[src/rtl/store_buffer.sv]
// In-order store write buffer between the MEM stage and the data memory write port.
// Drains one store per cycle when the port is free and flags loads that hit a pending store.
module store_buffer #(
  parameter  int unsigned DEPTH = 4,
  localparam int unsigned PTR_W = $clog2(DEPTH)
) (
  input  logic             CLK,
  input  logic             RST_N,
  input  logic             st_valid,
  output logic             st_ready,
  input  logic [31:0]      st_addr,
  input  logic [31:0]      st_data,
  input  logic [1:0]       st_op,
  input  logic             ld_valid,
  input  logic [31:0]      ld_addr,
  output logic             ld_hazard,
  input  logic             mem_busy,
  output logic             mem_we,
  output logic [31:0]      mem_addr,
  output logic [31:0]      mem_wd,
  output logic [1:0]       mem_op,
  output logic [PTR_W:0]   count,
  output logic             empty
);

  localparam int unsigned CNT_W = PTR_W + 1;

  typedef struct packed {
    logic [31:0] addr;
    logic [31:0] data;
    logic [1:0]  op;
    logic        valid;
  } entry_t;

  entry_t             entries [DEPTH];
  logic [PTR_W-1:0]   wr_ptr;
  logic [PTR_W-1:0]   rd_ptr;
  logic [CNT_W-1:0]   count_q;
  logic               push;
  logic               pop;
  logic               addr_hit;

  // Fullness is judged from count alone so a full buffer never relies on a same-cycle pop.
  assign st_ready = (count_q != CNT_W'(DEPTH));
  assign empty    = (count_q == '0);
  assign count    = count_q;
  assign push     = st_valid && st_ready;
  assign pop      = !empty && !mem_busy;

  assign mem_we   = pop;
  assign mem_addr = entries[rd_ptr].addr;
  assign mem_wd   = entries[rd_ptr].data;
  assign mem_op   = entries[rd_ptr].op;

  // Word-granular match against every pending entry plus the store arriving this cycle.
  always_comb begin
    addr_hit = 1'b0;
    for (int unsigned i = 0; i < DEPTH; i++) begin
      if (entries[i].valid && (entries[i].addr[31:2] == ld_addr[31:2])) begin
        addr_hit = 1'b1;
      end
    end
    if (push && (st_addr[31:2] == ld_addr[31:2])) begin
      addr_hit = 1'b1;
    end
    ld_hazard = ld_valid && addr_hit;
  end

  // Entry storage: retire clears the head, push fills the tail (never the same slot).
  always_ff @(posedge CLK or negedge RST_N) begin
    if (!RST_N) begin
      for (int unsigned i = 0; i < DEPTH; i++) begin
        entries[i] <= '0;
      end
    end else begin
      if (pop) begin
        entries[rd_ptr].valid <= 1'b0;
      end
      if (push) begin
        entries[wr_ptr] <= '{addr: st_addr, data: st_data, op: st_op, valid: 1'b1};
      end
    end
  end

  // Pointers wrap naturally because DEPTH is a power of two.
  always_ff @(posedge CLK or negedge RST_N) begin
    if (!RST_N) begin
      wr_ptr  <= '0;
      rd_ptr  <= '0;
      count_q <= '0;
    end else begin
      if (push) begin
        wr_ptr <= wr_ptr + PTR_W'(1);
      end
      if (pop) begin
        rd_ptr <= rd_ptr + PTR_W'(1);
      end
      case ({push, pop})
        2'b10:   count_q <= count_q + CNT_W'(1);
        2'b01:   count_q <= count_q - CNT_W'(1);
        default: count_q <= count_q;
      endcase
    end
  end

endmodule

[config.mk]
export PLATFORM = sky130hd
export DESIGN_NAME = store_buffer
export DESIGN_NICKNAME = d
export VERILOG_FILES = /design/src/rtl/store_buffer.sv
export SDC_FILE = /design/constraint.sdc
export NUM_CORES = 1
export LEC_CHECK = 0
export ABC_CLOCK_PERIOD_IN_PS = 2700
export CAP_MARGIN = 20
export CORE_MARGIN = 5
export CORE_UTILIZATION = 56
export DETAILED_ROUTE_END_ITERATION = 12
export GPL_TIMING_DRIVEN = 0
export MAX_ROUTING_LAYER = met4
export PLACE_DENSITY = 0.87
export SKIP_LAST_GASP = 1
export SLEW_MARGIN = 5
export SYNTH_ARGS = -nofsm -noshare
export SYNTH_HDL_FRONTEND = slang
export SYNTH_SLANG_ARGS = --single-unit
[constraint.sdc]
create_clock -name CLK -period 2.7 [get_ports CLK]
set_clock_uncertainty 0.1 [all_clocks]
set_input_delay 0.675 -clock CLK [delete_from_list [all_inputs] [get_ports CLK]]
set_output_delay 0.675 -clock CLK [all_outputs]
set_load 0.03 [all_outputs]
=== Word level (Yosys, flattened, before mapping) ===
Index checks and enable logic that the tools add are counted.
W data, S select, Z words.

* Flip-flop bits (word level): 275
* Latch bits: 0
* Memory bits (writable): 0
* ROM bits: 0
* Output and inout bits: 73
* Logic and storage cells: 68
* Memories: 0

* Add/sub/neg operators: 4
* Multiply operators: 0
* Div/mod/pow operators: 0
* Magnitude comparators: 4
* Equality and inequality tests: 8
* Shift-type cells: 0
* Muxes and demuxes: 17
* Bitwise logic cells: 2
* Reduce and logical (&&, ||, !) cells: 14

{| class="wikitable"
|+ Operators by type and width
! kind !! number
|-
| $bwmux W268 || 2
|-
| $mux W268 || 2
|-
| $demux W67 S2 || 2
|-
| $mux W67 || 3
|-
| $eq A30 B30 Y1 || 5
|-
| $bmux W67 S2 || 1
|-
| $logic_and A1 B1 Y1 || 10
|-
| $ge A3 B3 Y1 const B || 2
|-
| $lt A3 B1 Y1 const B || 2
|-
| $mux W1 || 6
|-
| $not A2 Y3 || 2
|-
| $pmux W3 S2 || 1
|-
| $add A2 B1 Y2 const B || 2
|-
| $add A3 B1 Y3 const B || 1
|-
| $logic_not A3 Y1 || 1
|-
| $ne A3 B3 Y1 const B || 1
|-
| $sub A3 B1 Y3 const B || 1
|-
| $eq A2 B1 Y1 const B || 1
|-
| $eq A2 B2 Y1 const B || 1
|-
| $logic_not A1 Y1 || 2
|-
| $reduce_bool A2 Y1 || 1
|}

=== Longest topological paths before layout ===
Gate-level depths: netlist of run 1.

* Word-level depth: 9
* Depth in mapped cells: 10
* Mapped depth without buffers: 9

=== Least setup slack after synthesis of run 1 ===
Ideal clock, no wire load.

* Path type: reg-to-output
* Start: register count_q[0] (netlist: count[0])
* End: output ld_hazard
* Data arrival time: 2.286 ns
* Data required time: 1.925 ns
* Slack: -0.361 ns
* Cell stages (with the launch flop): 8
* Cell sequence: dfrtp_1 or3b_1 and2_4 buf_12 inv_1 nor4_1 nand4_1 a41oi_1

* Longest elaborated chain between the ends: 5

{| class="wikitable"
|+ RTL lines
! what !! RTL line !! text
|-
| start: declaration || 38 || <nowiki>logic [CNT_W-1:0] count_q;</nowiki>
|-
| start signal: assignment || 99 || <nowiki>2'b10: count_q <= count_q + CNT_W'(1);</nowiki>
|-
| start signal: assignment || 100 || <nowiki>2'b01: count_q <= count_q - CNT_W'(1);</nowiki>
|-
| start signal: assignment || 101 || <nowiki>default: count_q <= count_q;</nowiki>
|-
| $ne A3 B3 Y1 || 44 || <nowiki>assign st_ready = (count_q != CNT_W'(DEPTH));</nowiki>
|-
| via st_ready || 10 || <nowiki>output logic st_ready,</nowiki>
|-
| $logic_and A1 B1 Y1 || 47 || <nowiki>assign push = st_valid && st_ready;</nowiki>
|-
| $logic_and A1 B1 Y1 || 63 || <nowiki>if (push && (st_addr[31:2] == ld_addr[31:2])) begin</nowiki>
|-
| $mux W1 || 63 ||
|-
| $logic_and A1 B1 Y1 || 66 || <nowiki>ld_hazard = ld_valid && addr_hit;</nowiki>
|-
| end: declaration || 16 || <nowiki>output logic ld_hazard,</nowiki>
|}

The timed path passes the listed nets, and every way through them passes these cells.

=== Final worst setup path of run 1 ===
* Start: register entries[250] in the netlist's numbering
* End: output ld_hazard

* Longest elaborated chain between the ends: 8

{| class="wikitable"
|+ RTL lines
! what !! RTL line !! text
|-
| start: declaration || 35 || <nowiki>entry_t entries [DEPTH];</nowiki>
|-
| start signal: indexed assignment || 80 || <nowiki>entries[wr_ptr] <= '{addr: st_addr, data: st_data, op: st_op, valid: 1'b1};</nowiki>
|-
| $eq A30 B30 Y1 || 59 || <nowiki>if (entries[i].valid && (entries[i].addr[31:2] == ld_addr[31:2])) begin</nowiki>
|-
| $logic_and A1 B1 Y1 || 59 ||
|-
| $mux W1 (4 in a row) || 59 ||
|-
| $mux W1 || 63 ||
|-
| $logic_and A1 B1 Y1 || 66 ||
|}

No other way between the ends.

==> flow_summary_export.csv, run 1 <==
group,metric,value,unit
timing,max_freq,314,MHz
cts,cts_hold_buffers,0,
yosys,synth-seq-cells,275,
setup_path,r2r-end,"count[2]$_DFFE_PN0P_",
setup_path,cp.arrival,2410,ps
layout,area_growth_syn_to_layout,26.5,%
timing,slew_violations,0,
timing,relSlewSlack,0.539,
grt,grt_antenna_before_repair,1,
pwr,pwr_density_cell,1490,mW/mm2
setup_path,rrSetupSlack,200,ps
setup_path,crit_chain,"xnor2_1 -> nand4_1 -> nor4_2 -> a22oi_1 -> a41oi_4 -> buf_6",
grt,grtUsageTotal,0.279,
setup_path,endpoint_kind,"primary output",
yosys,yosysSeqAreaShare,0.477,
placed_design,gp_congestion,0.929,
cts,clk_pin_slew_worst_paths,60,ps
floorplan,core,0.0253,mm2
layout,stdcell_area,0.0182,mm2
timing,finalHoldViolCount,0,
setup_path,startpoint_type,"flop",
pwr,power_leakage,0.00802,uW
cts,cts_max_level,1,
detailed_routing,drtIter0Drc,698,
outcome,status,"complete, but fails checks",
detailed_routing,first_pass_iters,5,
yosys,ys_warn_count,0,
setup_path,reg2reg_from,"count[0]$_DFFE_PN0P_",
detailed_routing,highest_layer,"met4",
job,maxCapViolCount,0,
detailed_routing,via_per_inst,6.08,
setup_path,crit_slowest_cell,"nor4_2",
timing,setup_viol,61,
cts,clock_path_buffers,3,
yosys,synth_ff_type,"dfrtp_1",
floorplan,chipWidth,170,um
placed_design,placed_area,0.0164,mm2
detailed_routing,drc,0,
yosys,netlist-cell-type-count,27,
cts,clock-root-buffer,"clkbuf_16",
yosys,syn_nets,1044,
yosys,syn_area_per_cell,15.5,um2
yosys,synth_area,0.0144,mm2
setup_path,max_stage_delay,430,ps
outcome,violations,"negative setup slack",
min_path,hp-class,"primary input to asynchronous set/reset pin",
cts,clk_latency,540,ps
floorplan,dieArea,0.0291,mm2
layout,layout-drive-gt1-share,0.489,
placed_design,port_buffers,143,
detailed_routing,wl_met3,2360,um
layout,fill_cells,1527,
floorplan,initial_core_util,0.571,
detailed_routing,met1_length,15700,um
placed_design,hpwl,25500,um
timing,setup_ws,-481,ps
setup_path,critPathMaxFanout,3,
floorplan,fp-row-count,58,
grt,globalRouteOverflowTotal,0,
detailed_routing,routed_wl,40000,um
yosys,async_flop_share,1.00,
floorplan,die_h,170,um
timing,worst_pin_slew,692,ps
pwr,ir_worst_vdd,0.00102,V
setup_path,worstPathRequired,1920,ps
cts,cts_buffers,29,
grt,grt_pass1_vias,9728,
detailed_routing,final_antenna_net_count,0,
yosys,synth_edf_count,0,
setup_path,reg2reg_depth,11,
floorplan,io_pins,176,
setup_path,critPathKind,"flop to primary output",
placed_design,post-place-ws,-1320,ps
detailed_routing,via_count,9077,
timing,rsz0062_at_grt,"true",
grt,grt_pass1_wl,59600,um
detailed_routing,drt-wirelength-per-cell,26.8,um
timing,period_share,1.18,
yosys,synth_cells,931,
setup_path,crit_family,"simple AND/OR/NAND/NOR gates",
timing,timing.final.crit_period,3180,ps
cts,cts_num_sinks,275,
grt,grt_max_degree,103,
cts,cts_tree,"yes",
layout,fin_nets,1251,
setup_path,cp_num_buf_inv,1,
detailed_routing,routed-wl-met2,20100,um
-- report_power, final --
| group | switching, uW | total [uW] | leakage, uW | internal (uW) |
|---|---|---|---|---|
| registers | 1750 | 8020 | 0.00326 | 6280 |
| logic | 6780 | 14900 | 0.00425 | 8170 |
| clock network | 1660 | 4220 | 0.000505 | 2560 |
-- through the flow --
step           setup TNS, ps  total power [uW]  utilization  instances  hold slack, ps
4_1_cts                -9350             26400        0.714       1484            56.4
6_report               -9790             27200        0.722       1492            34.7
5_1_grt               -11900             28200        0.722       1491            89.5
3_3_place_gp        -3031650             20700        0.645       1404             383
2_1_floorplan          -45.2             16700            -        931             279
3_5_place_dp          -34060             21100        0.647       1406             388
-- final cells by class --
| cell class | instances | area (um2) | share of cell area |
|---|---|---|---|
| diodes | 2 | 5.00 | 0.000274 |
| plain buffers | 70 | 692 | 0.0379 |
| clock buffers | 45 | 896 | 0.0491 |
| clock inverters | 8 | 119 | 0.00652 |
| inverters | 9 | 37.5 | 0.00206 |
| multi-input cells | 573 | 7140 | 0.392 |
| flip-flops and latches | 275 | 6890 | 0.378 |
| well taps | 330 | 413 | 0.0226 |
| repair buffers | 180 | 2040 | 0.112 |
-- kinds of logic (layout without fill, tap and decap cells) --
group,count (synthesis),after routing,share of synthesized area
muxes,331,331,0.340
other,0,2,0
xor gates and xnor gates,155,155,0.0942
buffers and inverters,83,312,0.0445
AOI/OAI and AO/OA,4,4,0.00182
DFF,275,275,0.477
and+or+nand+nor,73,73,0.0328
adders and majority gates,10,10,0.00920
-- registers in the layout, indices dropped and copies added, names as in the netlist --
register and count:
entries 268, count 3, rd_ptr 2, wr_ptr 2
-- cell usage after synthesis (2+ instances only) --
| master | number | area (um2) |
|---|---|---|
| inv_1 | 9 | 33.8 |
| nand4_1 | 32 | 200 |
| xnor2_1 | 121 | 1060 |
| buf_4 | 12 | 90.1 |
| nand2_8 | 4 | 80.1 |
| ha_1 | 9 | 113 |
| nand2_1 | 14 | 52.6 |
| clkbuf_1 | 34 | 128 |
| o21ai_0 | 2 | 10.0 |
| nor2_1 | 2 | 7.51 |
| mux4_2 | 66 | 1490 |
| nand3_1 | 2 | 10.0 |
| buf_12 | 17 | 340 |
| buf_1 | 4 | 15.0 |
| mux2_4 | 116 | 1740 |
| xor2_1 | 34 | 298 |
| nor4_1 | 16 | 100 |
| mux2_2 | 148 | 1670 |
| dfrtp_1 | 275 | 6880 |
| buf_2 | 7 | 35.0 |
-- layout by cell type, fill, tap and decap left out, types with 8 or more instances in the layout --
master / netlist / final
dfrtp_1: 275 / 272
mux2_2: 148 / 148
mux2_4: 116 / 116
xnor2_1: 121 / 100
buf_6: 0 / 79
mux4_2: 66 / 66
clkdlybuf4s50_1: 0 / 46
xor2_1: 34 / 34
clkbuf_1: 34 / 32
nand4_1: 32 / 32
buf_12: 17 / 31
clkbuf_16: 0 / 29
dlygate4sd2_1: 0 / 26
xnor2_2: 0 / 20
buf_4: 12 / 18
nand2_1: 14 / 14
clkbuf_8: 0 / 13
nor4_1: 16 / 10
ha_1: 9 / 9
inv_1: 9 / 8
-- metal layers --
layer	up-vias	track usage
met5	-	-
met4	0	0.104
met3	98	0.0407
met2	403	0.454
met1	4788	0.358
li1	3788	-
-- repair_timing --
item	4_1_cts	5_1_grt
endpoints found under the setup margin	70	67
resized for setup	552	64
pin swaps	22	0
buffers inserted	21	12
cloned	5	0
-- how the worst max path moves through the flow --
stage / startpoint / endpoint / slack (ps) / cells after the start
after CTS: entries[171]$_DFFE_PN0P_ / ld_hazard / -370 / 6
final: entries[250]$_DFFE_PN0P_ / ld_hazard / -480 / 6
after global routing: st_addr[27] / ld_hazard / -560 / 7
after global placement: RST_N / entries[43]$_DFFE_PN0P_ / -10920 / 1
after detailed placement: st_addr[7] / ld_hazard / -1320 / 7
after floorplan: count[2]$_DFFE_PN0P_ / ld_hazard / -50 / 7
Power figures use the tool's default switching activity.
==> run 2, diff against run 1 <==
- CAP_MARGIN: 20 -> unset
- CORE_MARGIN: 5 -> 8
==> run 2 against run 1 <==
Effect of this change: the flow finishes with violations (negative hold slack, negative setup slack); power fell by 1.0%; count of clock-buffer cells in the layout fell by 2; highest routed layer unchanged; cell count rose by 0.60%; largest cell class unchanged; sequential share of layout area rose by 0.12 points; critical endpoint unchanged.
==> flow_summary_export.csv, run 2 (synthesis results as in run 1) <==
group,metric,value,unit
outcome,status,"complete, but fails checks",
outcome,violations,"negative hold slack, negative setup slack",
cts,cts_tree,"yes",
pwr,pwr_density_cell,1480,mW/mm2
setup_path,startpoint_type,"flop",
layout,fin_nets,1257,
detailed_routing,drt-wirelength-per-cell,26.3,um
detailed_routing,final_antenna_net_count,0,
grt,grt_pass1_vias,9574,
timing,whs,-21.5,ps
grt,grt_pass1_wl,57800,um
floorplan,io_pins,176,
timing,slew_violations,0,
layout,layout-drive-gt1-share,0.484,
timing,finalHoldViolCount,12,
grt,grt_max_degree,122,
timing,max_freq,313,MHz
min_path,hp-class,"primary input to asynchronous set/reset pin",
cts,cts_buffers,30,
placed_design,gp_congestion,0.974,
layout,largest_reg_flops,268,
cts,clk_latency,550,ps
timing,setup_ws,-498,ps
floorplan,fp-row-count,58,
layout,final_util,0.720,
timing,rsz0062_at_grt,"true",
cts,clk_pin_slew_worst_paths,60,ps
cts,clock-root-buffer,"clkbuf_16",
layout,final_common_cell,"dfrtp_1",
floorplan,dieArea,0.0311,mm2
setup_path,endpoint_kind,"primary output",
pwr,power_leakage,0.00800,uW
cts,clock_path_buffers,3,
setup_path,cp.arrival,2420,ps
detailed_routing,drtIter0Drc,693,
detailed_routing,via_count,8910,
detailed_routing,drc,0,
layout,area_growth_syn_to_layout,26.1,%
detailed_routing,via_per_inst,5.94,
timing,relSlewSlack,0.590,
cts,cts_hold_buffers,0,
layout,fill_cells,1553,
pwr,ir_worst_vdd,0.00110,V
timing,timing.final.crit_period,3200,ps
grt,grt_antenna_before_repair,4,
cts,cts_max_level,1,
detailed_routing,first_pass_iters,5,
grt,grtUsageTotal,0.247,
layout,regMostFlops,"entries",
timing,period_share,1.18,
setup_path,worstPathRequired,1920,ps
placed_design,dp_cells,1406,
floorplan,core,0.0253,mm2
setup_path,critPathKind,"flop to primary output",
layout,final_cell_mix,"dfrtp_1, mux2_2, mux2_4",
placed_design,port_buffers,143,
grt,globalRouteOverflowTotal,0,
setup_path,critPathMaxFanout,3,
floorplan,die_h,176,um
detailed_routing,routed_wl,39500,um
placed_design,hpwl,25800,um
layout,final_cells,1501,
timing,setup_viol,67,
floorplan,initial_core_util,0.571,
job,maxCapViolCount,0,
pwr,finalPower,26900,uW
timing,worst_pin_slew,615,ps
floorplan,chipWidth,176,um
cts,cts_num_sinks,275,
## run 2: cell types whose count changed in the layout (fill, tap and decap cells not counted), moves of 5 or more
cell	before	now
buf_4	18	36
clkbuf_16	29	38
buf_6	79	71
buf_12	31	24
clkbuf_8	13	7
xnor2_1	100	106
xnor2_2	20	15
## run 2: final timing paths
path | from | to | slack (ps) | cells past startpoint
max | entries[38]$_DFFE_PN0P_ | ld_hazard | -500 | 6
min | RST_N | entries[210]$_DFFE_PN0P_ | -20 | 1
max reg2reg | count[1]$_DFFE_PN0P_ | count[2]$_DFFE_PN0P_ | 170 | 11
min reg2reg | entries[20]$_DFFE_PN0P_ | entries[20]$_DFFE_PN0P_ | 400 | 1
max in group asynchronous | RST_N | entries[24]$_DFFE_PN0P_ | 1520 | 2
min in group CLK | entries[20]$_DFFE_PN0P_ | entries[20]$_DFFE_PN0P_ | 400 | 1
## run 2: power breakdown
group          internal [uW]  switching (uW)
clock                   2570            1700
combinational           7980            6690
sequential              6280            1690
total                  16800           10100
## run 2: metal layers
metal / global-route usage / vias to the layer above / wire, um
li1: - / 3798 / -
met3: 0.0412 / 83 / 2500
met4: 0.0907 / 0 / 1400
met2: 0.395 / 373 / 19600
met5: - / - / 0
met1: 0.315 / 4656 / 16000
## run 2: critical path, stage by stage (launching register included)
cell     delay (ps)
dfrtp_1         400
xnor2_1         340
nand4_1         200
nor4_1          350
a22oi_1         200
a41oi_4         210
buf_6           170
## run 2: what timing repair did
item | 4_1_cts | 5_1_grt
gates cloned | 0 | 7
gates resized for setup | 330 | 273
endpoints found under the hold margin | 0 | 0
setup endpoints to repair | 70 | 67
pin swaps | 16 | 0
setup buffers | 7 | 23
## run 2: per-stage QoR
step	area, um2	hold WS (ps)	TNS (ps)	setup slack, ps
2_1_floorplan	14400	279	-45.2	-45.2
3_3_place_gp	16300	382	-3043790	-10960
3_5_place_dp	16400	388	-34580	-1300
4_1_cts	17700	1.30	-14430	-445
5_1_grt	18200	32.6	-14850	-526
6_report	18200	-21.5	-12270	-498
## run 2: cell type report
class                   count  area, um2  share of cell area
repair buffers            182       1950               0.107
flip-flops and latches    275       6890               0.379
clock buffers              43        891              0.0490
well taps                 330        413              0.0227
diodes                      4       10.0            0.000551
multi-input cells         573       7100               0.391
clock inverters            12        141             0.00778
inverters                   9       37.5             0.00206
plain buffers              73        749              0.0412
